### src/rtl/branch_recovery_ctrl.sv
// ---------------------------------------------------------------------------
// branch_recovery_ctrl
// Sequences misprediction recovery for resolved control-transfer ops coming
// from the execute-stage control ALU. The block captures the oldest
// mispredicted branch (next PC, checkpoint ID and age). It holds a pipeline
// flush, requests a rename-map checkpoint restore, and then issues a single
// fetch redirect.
//
// Optional build macro: RECOVERY_STATS_EN
//   When defined, adds the mispredCnt_o and recoveryCyc_o statistics outputs.
//
// Ports
//   clk, reset        clock, asynchronous active-high reset
//   exeValid_i        control-ALU result valid this cycle
//   exeMispredict_i   mispredict flag of that result
//   exeNextPC_i       resolved next PC
//   exeAge_i          branch age relative to the ROB head (smaller = older)
//   exeBID_i          checkpoint ID of the resolving branch
//   commitCnt_i       instructions retired this cycle (0..3)
//   restoreAck_i      rename has restored the checkpoint
//   flush_o           squash ops younger than the captured branch
//   flushAge_o        captured age (flush boundary), commit-adjusted
//   restoreReq_o      checkpoint restore request
//   restoreBID_o      checkpoint to restore
//   redirect_o        one-cycle fetch redirect strobe
//   redirectPC_o      redirect target
//   issueStall_o      freeze issue while a recovery is in progress
//   mispredCnt_o      (stats) accepted captures, including replacements
//   recoveryCyc_o     (stats) cycles spent outside IDLE
// ---------------------------------------------------------------------------
module branch_recovery_ctrl #(
    parameter int unsigned SIZE_PC      = 32,
    parameter int unsigned AGE_W        = 7,
    parameter int unsigned BID_W        = 3,
    parameter int unsigned FLUSH_CYCLES = 2
) (
    input  logic               clk,
    input  logic               reset,
    input  logic               exeValid_i,
    input  logic               exeMispredict_i,
    input  logic [SIZE_PC-1:0] exeNextPC_i,
    input  logic [AGE_W-1:0]   exeAge_i,
    input  logic [BID_W-1:0]   exeBID_i,
    input  logic [1:0]         commitCnt_i,
    input  logic               restoreAck_i,
    output logic               flush_o,
    output logic [AGE_W-1:0]   flushAge_o,
    output logic               restoreReq_o,
    output logic [BID_W-1:0]   restoreBID_o,
    output logic               redirect_o,
    output logic [SIZE_PC-1:0] redirectPC_o,
    output logic               issueStall_o
`ifdef RECOVERY_STATS_EN
    ,
    output logic [31:0]        mispredCnt_o,
    output logic [31:0]        recoveryCyc_o
`endif
);

    localparam logic [1:0] S_IDLE     = 2'd0;
    localparam logic [1:0] S_FLUSH    = 2'd1;
    localparam logic [1:0] S_RESTORE  = 2'd2;
    localparam logic [1:0] S_REDIRECT = 2'd3;

    localparam int unsigned     CNT_W      = (FLUSH_CYCLES > 1) ? $clog2(FLUSH_CYCLES) : 1;
    localparam logic [CNT_W-1:0] FLUSH_LAST = CNT_W'(FLUSH_CYCLES - 1);

    logic [1:0]         state;
    logic [1:0]         state_nxt;
    logic [CNT_W-1:0]   cnt;
    logic [CNT_W-1:0]   cnt_nxt;
    logic [AGE_W-1:0]   age_nxt;
    logic [SIZE_PC-1:0] pc_nxt;
    logic [BID_W-1:0]   bid_nxt;

    logic               event_c;
    logic [AGE_W-1:0]   age_adj;
    logic               older_c;
    logic               capture_c;

    // Stored age moves toward the ROB head as instructions retire (saturating).
    assign event_c   = exeValid_i & exeMispredict_i;
    assign age_adj   = (flushAge_o > AGE_W'(commitCnt_i)) ? (flushAge_o - AGE_W'(commitCnt_i))
                                                           : '0;
    assign older_c   = event_c & (exeAge_i < age_adj);
    assign capture_c = (state == S_IDLE) ? event_c : older_c;

    // Next-state and captured-value logic; an older branch preempts any phase.
    always_comb begin
        state_nxt = state;
        cnt_nxt   = cnt;
        age_nxt   = age_adj;
        pc_nxt    = redirectPC_o;
        bid_nxt   = restoreBID_o;
        if (capture_c) begin
            state_nxt = S_FLUSH;
            cnt_nxt   = '0;
            age_nxt   = exeAge_i;
            pc_nxt    = exeNextPC_i;
            bid_nxt   = exeBID_i;
        end else begin
            case (state)
                S_FLUSH: begin
                    if (cnt == FLUSH_LAST) begin
                        state_nxt = S_RESTORE;
                        cnt_nxt   = '0;
                    end else begin
                        cnt_nxt = cnt + CNT_W'(1);
                    end
                end
                S_RESTORE: begin
                    if (restoreAck_i) begin
                        state_nxt = S_REDIRECT;
                    end
                end
                S_REDIRECT: state_nxt = S_IDLE;
                default:    state_nxt = S_IDLE;
            endcase
        end
    end

    // State, captured values and registered phase outputs.
    // A redirect strobe already on the bus cannot be retracted; an older
    // branch seen during REDIRECT sends the FSM back to FLUSH, and that
    // flush squashes the stale fetch.
    always_ff @(posedge clk or posedge reset) begin
        if (reset) begin
            state        <= S_IDLE;
            cnt          <= '0;
            flushAge_o   <= '0;
            redirectPC_o <= '0;
            restoreBID_o <= '0;
            flush_o      <= 1'b0;
            restoreReq_o <= 1'b0;
            redirect_o   <= 1'b0;
            issueStall_o <= 1'b0;
        end else begin
            state        <= state_nxt;
            cnt          <= cnt_nxt;
            flushAge_o   <= age_nxt;
            redirectPC_o <= pc_nxt;
            restoreBID_o <= bid_nxt;
            flush_o      <= (state_nxt == S_FLUSH);
            restoreReq_o <= (state_nxt == S_RESTORE);
            redirect_o   <= (state_nxt == S_REDIRECT);
            issueStall_o <= (state_nxt != S_IDLE);
        end
    end

`ifdef RECOVERY_STATS_EN
    // Free-running statistics counters, wrapping at 2^32.
    always_ff @(posedge clk or posedge reset) begin
        if (reset) begin
            mispredCnt_o  <= '0;
            recoveryCyc_o <= '0;
        end else begin
            if (capture_c) begin
                mispredCnt_o <= mispredCnt_o + 32'd1;
            end
            if (state != S_IDLE) begin
                recoveryCyc_o <= recoveryCyc_o + 32'd1;
            end
        end
    end
`endif

endmodule

### config.mk
export PLATFORM = sky130hd
export DESIGN_NAME = branch_recovery_ctrl
export DESIGN_NICKNAME = d
export VERILOG_FILES = /design/src/rtl/branch_recovery_ctrl.sv
export SDC_FILE = /design/constraint.sdc
export NUM_CORES = 1
export LEC_CHECK = 0
export CORE_MARGIN = 2
export CORE_UTILIZATION = 42
export CTS_BUF_LIST = sky130_fd_sc_hd__clkbuf_8 sky130_fd_sc_hd__clkbuf_16
export DETAILED_ROUTE_END_ITERATION = 16
export PLACE_DENSITY = 0.88
export SYNTH_ARGS = -nofsm -noshare
export SYNTH_HDL_FRONTEND = slang
export SYNTH_SLANG_ARGS = --single-unit
export TNS_END_PERCENT = 1
### constraint.sdc
create_clock -name clk -period 3.3 [get_ports clk]
set_input_delay 0.495 -clock clk [delete_from_list [all_inputs] [get_ports clk]]
set_output_delay 0.495 -clock clk [all_outputs]
set_load 0.005 [all_outputs]
* After elaboration in Yosys (flattened, before gate mapping)
Index checks and enable logic that the tools add are counted.
Word-level totals: register bits 49, bits of input ports 49, output and inout bits 46, logic and storage cells 33
Operators by class: $add $sub $neg 2, $lt $le $gt $ge 2, equality and inequality tests 5, muxes and demuxes 10, bitwise operators 2, reductions and logical operators 3
Operator list (number):
- $mux W7 | 2
- $gt A7 B2 Y1 | 1
- $lt A7 B7 Y1 | 1
- $sub A7 B2 Y7 | 1
- $eq A2 B2 Y1 const B | 3
- $mux W2 | 3
- $eq A2 B1 Y1 const B | 2
- $mux W1 | 4
- $pmux W2 S2 | 1
- $reduce_bool A2 Y1 | 2
- $and A1 B1 Y1 | 2
- $logic_not A2 Y1 | 1
- $add A1 B1 Y1 const B | 1

* Depth between registers and ports, before layout
depth in word-level cells 7, depth in mapped cells 14, gate-level depth less buffers 12

* Least setup slack after synthesis
No wires, ideal clock.
kind in2reg, start input port commitCnt_i[0], end register redirectPC_o[10], setup time 125 ps, arrival time 3090 ps, data required time 3175 ps, setup slack 85 ps, stages 12, buffers on the path 1, cell sequence ha_1 -> fa_1 -> nor3b_1 -> xnor2_1 -> or2_2 -> ha_1 -> and4b_1 -> nand4_1 -> nand3_1 -> a221o_1 -> buf_6 -> mux2_2
On the way: word-level cells in the longest chain between the ends 5, elaborated cells on any way between the ends 6, those cells by class add/sub (1); order compare (2); mux (2); bitwise (1)
RTL lines:
- from (decl) | RTL line 44 | input logic [1:0] commitCnt_i,
- $sub A7 B2 Y7 / $gt A7 B2 Y1 (equally long branches) | RTL line 83 | assign age_adj = (flushAge_o > AGE_W'(commitCnt_i)) ? (flushAge_o - AGE_W'(commitCnt_i))
- $mux W7 (*) | RTL line 83
- $lt A7 B7 Y1 (*) | RTL line 85 | assign older_c = event_c & (exeAge_i < age_adj);
- $and A1 B1 Y1 (*) | RTL line 85
- $mux W1 (*) | RTL line 86 | assign capture_c = (state == S_IDLE) ? event_c : older_c;
- to (signal assigned) | RTL line 141 | redirectPC_o <= pc_nxt;
- to (decl) | RTL line 51 | output logic [SIZE_PC-1:0] redirectPC_o,
Every way passes the cells marked *; elsewhere a longest branch is shown, timed or not. A chain may end at the register's enable or synchronous reset.

* Worst setup path after layout
start input port commitCnt_i[1], end register redirectPC_o[22]
Same word-level chain as after synthesis.

==> metrics <==
clock power share 0.122; CP startpoint kind input pin; P_leak 1.65 nW; maximum VDD drop 0.564 mV; GRT Util Overall 0.198; Post-Route WL 5.46 mm; largest net degree at the start of global routing 50; Clk Latency, worst-skew pair 300 ps; Register Area 0.00123 mm^2; CTS tree yes; minimum clock period 3230 ps; worst slew pin tran 978 ps; Residual DRC 0; Yosys warnings 0; period utilization 0.980; sequential-to-total area share from yosys stat 0.543; endpoints failing hold 0; CTS max path bufs 2; Pins Over Slew Limit 0; Pre-antenna DRT Iters 4; Mean Syn Cell Area 13.2 um^2; CP Capture Type flop; Routability Congestion 0.777; Mapped Cells 171; Post-Syn Nets 232; Post-DRT Antenna Nets 0; Seq cells post-synth 49; RSZ-0062 raised after global routing true; drt wl/cell 15.2 um; # port buffers 94; NumNets Final 349; CTS Hold Buffers Added 0; HP Class reg2reg; Rows 26; Yosys top cell area share 0.543; Flop pwr share 0.339; P_sw 968 uW; status complete, no violations; tightest hold margin 510 ps; grt ovf 0; logic gate share of total power 0.539; Synth area leaders dfrtp_1 (54%), mux2_2 (18%), ha_1 (6.1%); DIE WIDTH 77.3 um; ANT cells 0; max frequency 0.309 GHz; endpoints failing setup 0; Core Box Area 0.00514 mm^2; required time worst endpoint 3490 ps; Setup CP Type in2reg; Post-Synthesis Cell Area 0.00226 mm^2; DR vias 1771; Die Ht 77.3 um; Max-slew headroom 0.347; Die ar. 0.00598 mm^2; num ports 95; htree depth 2; critical path fanouts, max 8; Power, Total 3.18 mW; number of global-route vias before repair 1973; Detail Placement HPWL 3.77 mm; Max Cap Viol 0; power per cell area 860 mW/mm^2; drt via density 4.93; initial antenna violation count 0; clk_skew 7.58 ps; cts bufs inserted 5; multi-input logic area 0.00103 mm^2; P_int 2.21 mW; share of cells above drive strength 1 0.287; clk slew on worst S/H paths 90 ps; # fillers 402; Sw Ratio 0.305; clock root cell clkbuf_8; # clock sinks 49; area delta synth->final 63.7%; Distinct cells, synth 30; first-pass GRT wire length 9.27 mm; WP data arrival 3420 ps; DRT iter0 DRCs 53; initial core utilization 0.439; largest area contributor in the synthesized netlist dfrtp_1
-- layer usage --
| metal | wire, um | vias up | global-route usage |
|---|---|---|---|
| met1 | 2000 | 877 | 0.217 |
| met2 | 3090 | 60 | 0.371 |
| met4 | 53 | 0 | 0.0589 |
| li1 | - | 828 | - |
| met5 | 0 | - | 0 |
| met3 | 319 | 6 | 0.0547 |
-- cells by family (layout without fill, tap and decap cells) --
logic type	after synthesis	after routing	share of synthesized area
compound gates	13	13	0.0344
xor+xnor	4	4	0.0155
fa+ha+maj	12	12	0.0698
buf+inv	19	137	0.0482
flops	49	49	0.543
mux	43	43	0.211
simple gates	31	31	0.0787
-- power by group through the flow --
| stage | Sequential [mW] | Clock (mW) | Combinational [mW] |
|---|---|---|---|
| 4_1_cts | 1.07 | 0.403 | 1.70 |
| 3_5_place_dp | 1.07 | 0 | 1.48 |
| 5_1_grt | 1.12 | 0.429 | 1.87 |
| 3_3_place_gp | 1.06 | 0 | 1.43 |
| 6_report | 1.08 | 0.389 | 1.71 |
| 2_1_floorplan | 1.07 | 0 | 0.637 |
-- sequential cells by signal, summed over array words and instances (netlist names) --
name and cells:
flush_o 1, redirectPC_o 32, state 2, restoreBID_o 3
redirect_o 1, restoreReq_o 1, cnt 1, issueStall_o 1
flushAge_o 7
-- cells in the mapped netlist, drive strengths merged --
| cell | n |
|---|---|
| dfrtp | 49 |
| mux2 | 36 |
| inv | 14 |
| ha | 11 |
| mux2i | 7 |
| buf | 5 |
| nand2 | 5 |
| nand3 | 5 |
| a21oi | 4 |
| o21ai | 4 |
| nand2b | 3 |
| xor2 | 3 |
| a31oi | 2 |
| and2 | 2 |
| and3 | 2 |
| nor2 | 2 |
| nor3 | 2 |
| nor3b | 2 |
| or2 | 2 |
| a21boi | 1 |
| a221o | 1 |
| and4b | 1 |
| fa | 1 |
| nand3b | 1 |
| nand4 | 1 |
| nand4b | 1 |
| nor2b | 1 |
| nor4 | 1 |
| o21a | 1 |
| xnor2 | 1 |
-- critical path, cell delays in order --
cell and delay [ps]:
clkdlybuf4s15_1 230, buf_6 150, fa_2 370, nor3b_2 160
xnor2_1 140, or2_4 270, ha_4 210, and4b_1 200
nand4_1 100, nand3_1 80, a221o_2 410, buf_8 170
buf_12 140, mux2_4 290
-- path summary, 6_finish.rpt --
kind                                    end             from  slack [ps]  cells after the start
max in group asynchronous      issueStall_o            reset        1940                      2
max                        redirectPC_o[22]   commitCnt_i[1]          70                     14
min in group asynchronous   redirectPC_o[0]            reset         750                      2
min reg2reg                 redirectPC_o[5]  redirectPC_o[5]         510                      1
max reg2reg                redirectPC_o[22]    flushAge_o[0]         100                     14
min                         redirectPC_o[5]  redirectPC_o[5]         510                      1
-- placed cells by master (no fill, tap or decap), drive strengths merged, types with 3 or more instances in the layout --
cell / n
buf: 21
dfrtp: 49
nand3: 5
nand2: 5
nand2b: 3
inv: 15
mux2i: 7
clkdlybuf4s50: 92
a21oi: 4
ha: 11
mux2: 36
clkbuf: 7
o21ai: 4
xor2: 3
-- stage by stage --
step | worst slack, ps | utilization | area, um^2 | TNS [ps] | instances
floorplan | 85.0 | - | 2260 | 0 | 171
global placement | -430 | 0.650 | 3340 | -18390 | 341
detailed placement | -551 | 0.650 | 3340 | -23910 | 341
CTS | 17.0 | 0.713 | 3670 | 0 | 359
global route | -28.9 | 0.719 | 3700 | -90.9 | 359
finish | 65.4 | 0.719 | 3700 | 0 | 359
-- area by class of cell --
class,instances,share of cell area
Clock buffer,7,0.0261
Clock inverter,1,0.00237
Inverter,14,0.0142
Multi-Input combinational cell,103,0.278
Sequential cell,49,0.332
Tap cell,70,0.0237
Timing Repair Buffer,115,0.324
-- what timing repair did --
item / CTS / global route
pin swaps: 10 / 10
gates resized for setup: 24 / 7
setup buffers: 7 / 1
gates cloned: 3 / 0
setup endpoints to repair: 46 / 43
No activity file was read; power rests on OpenSTA's default activity.
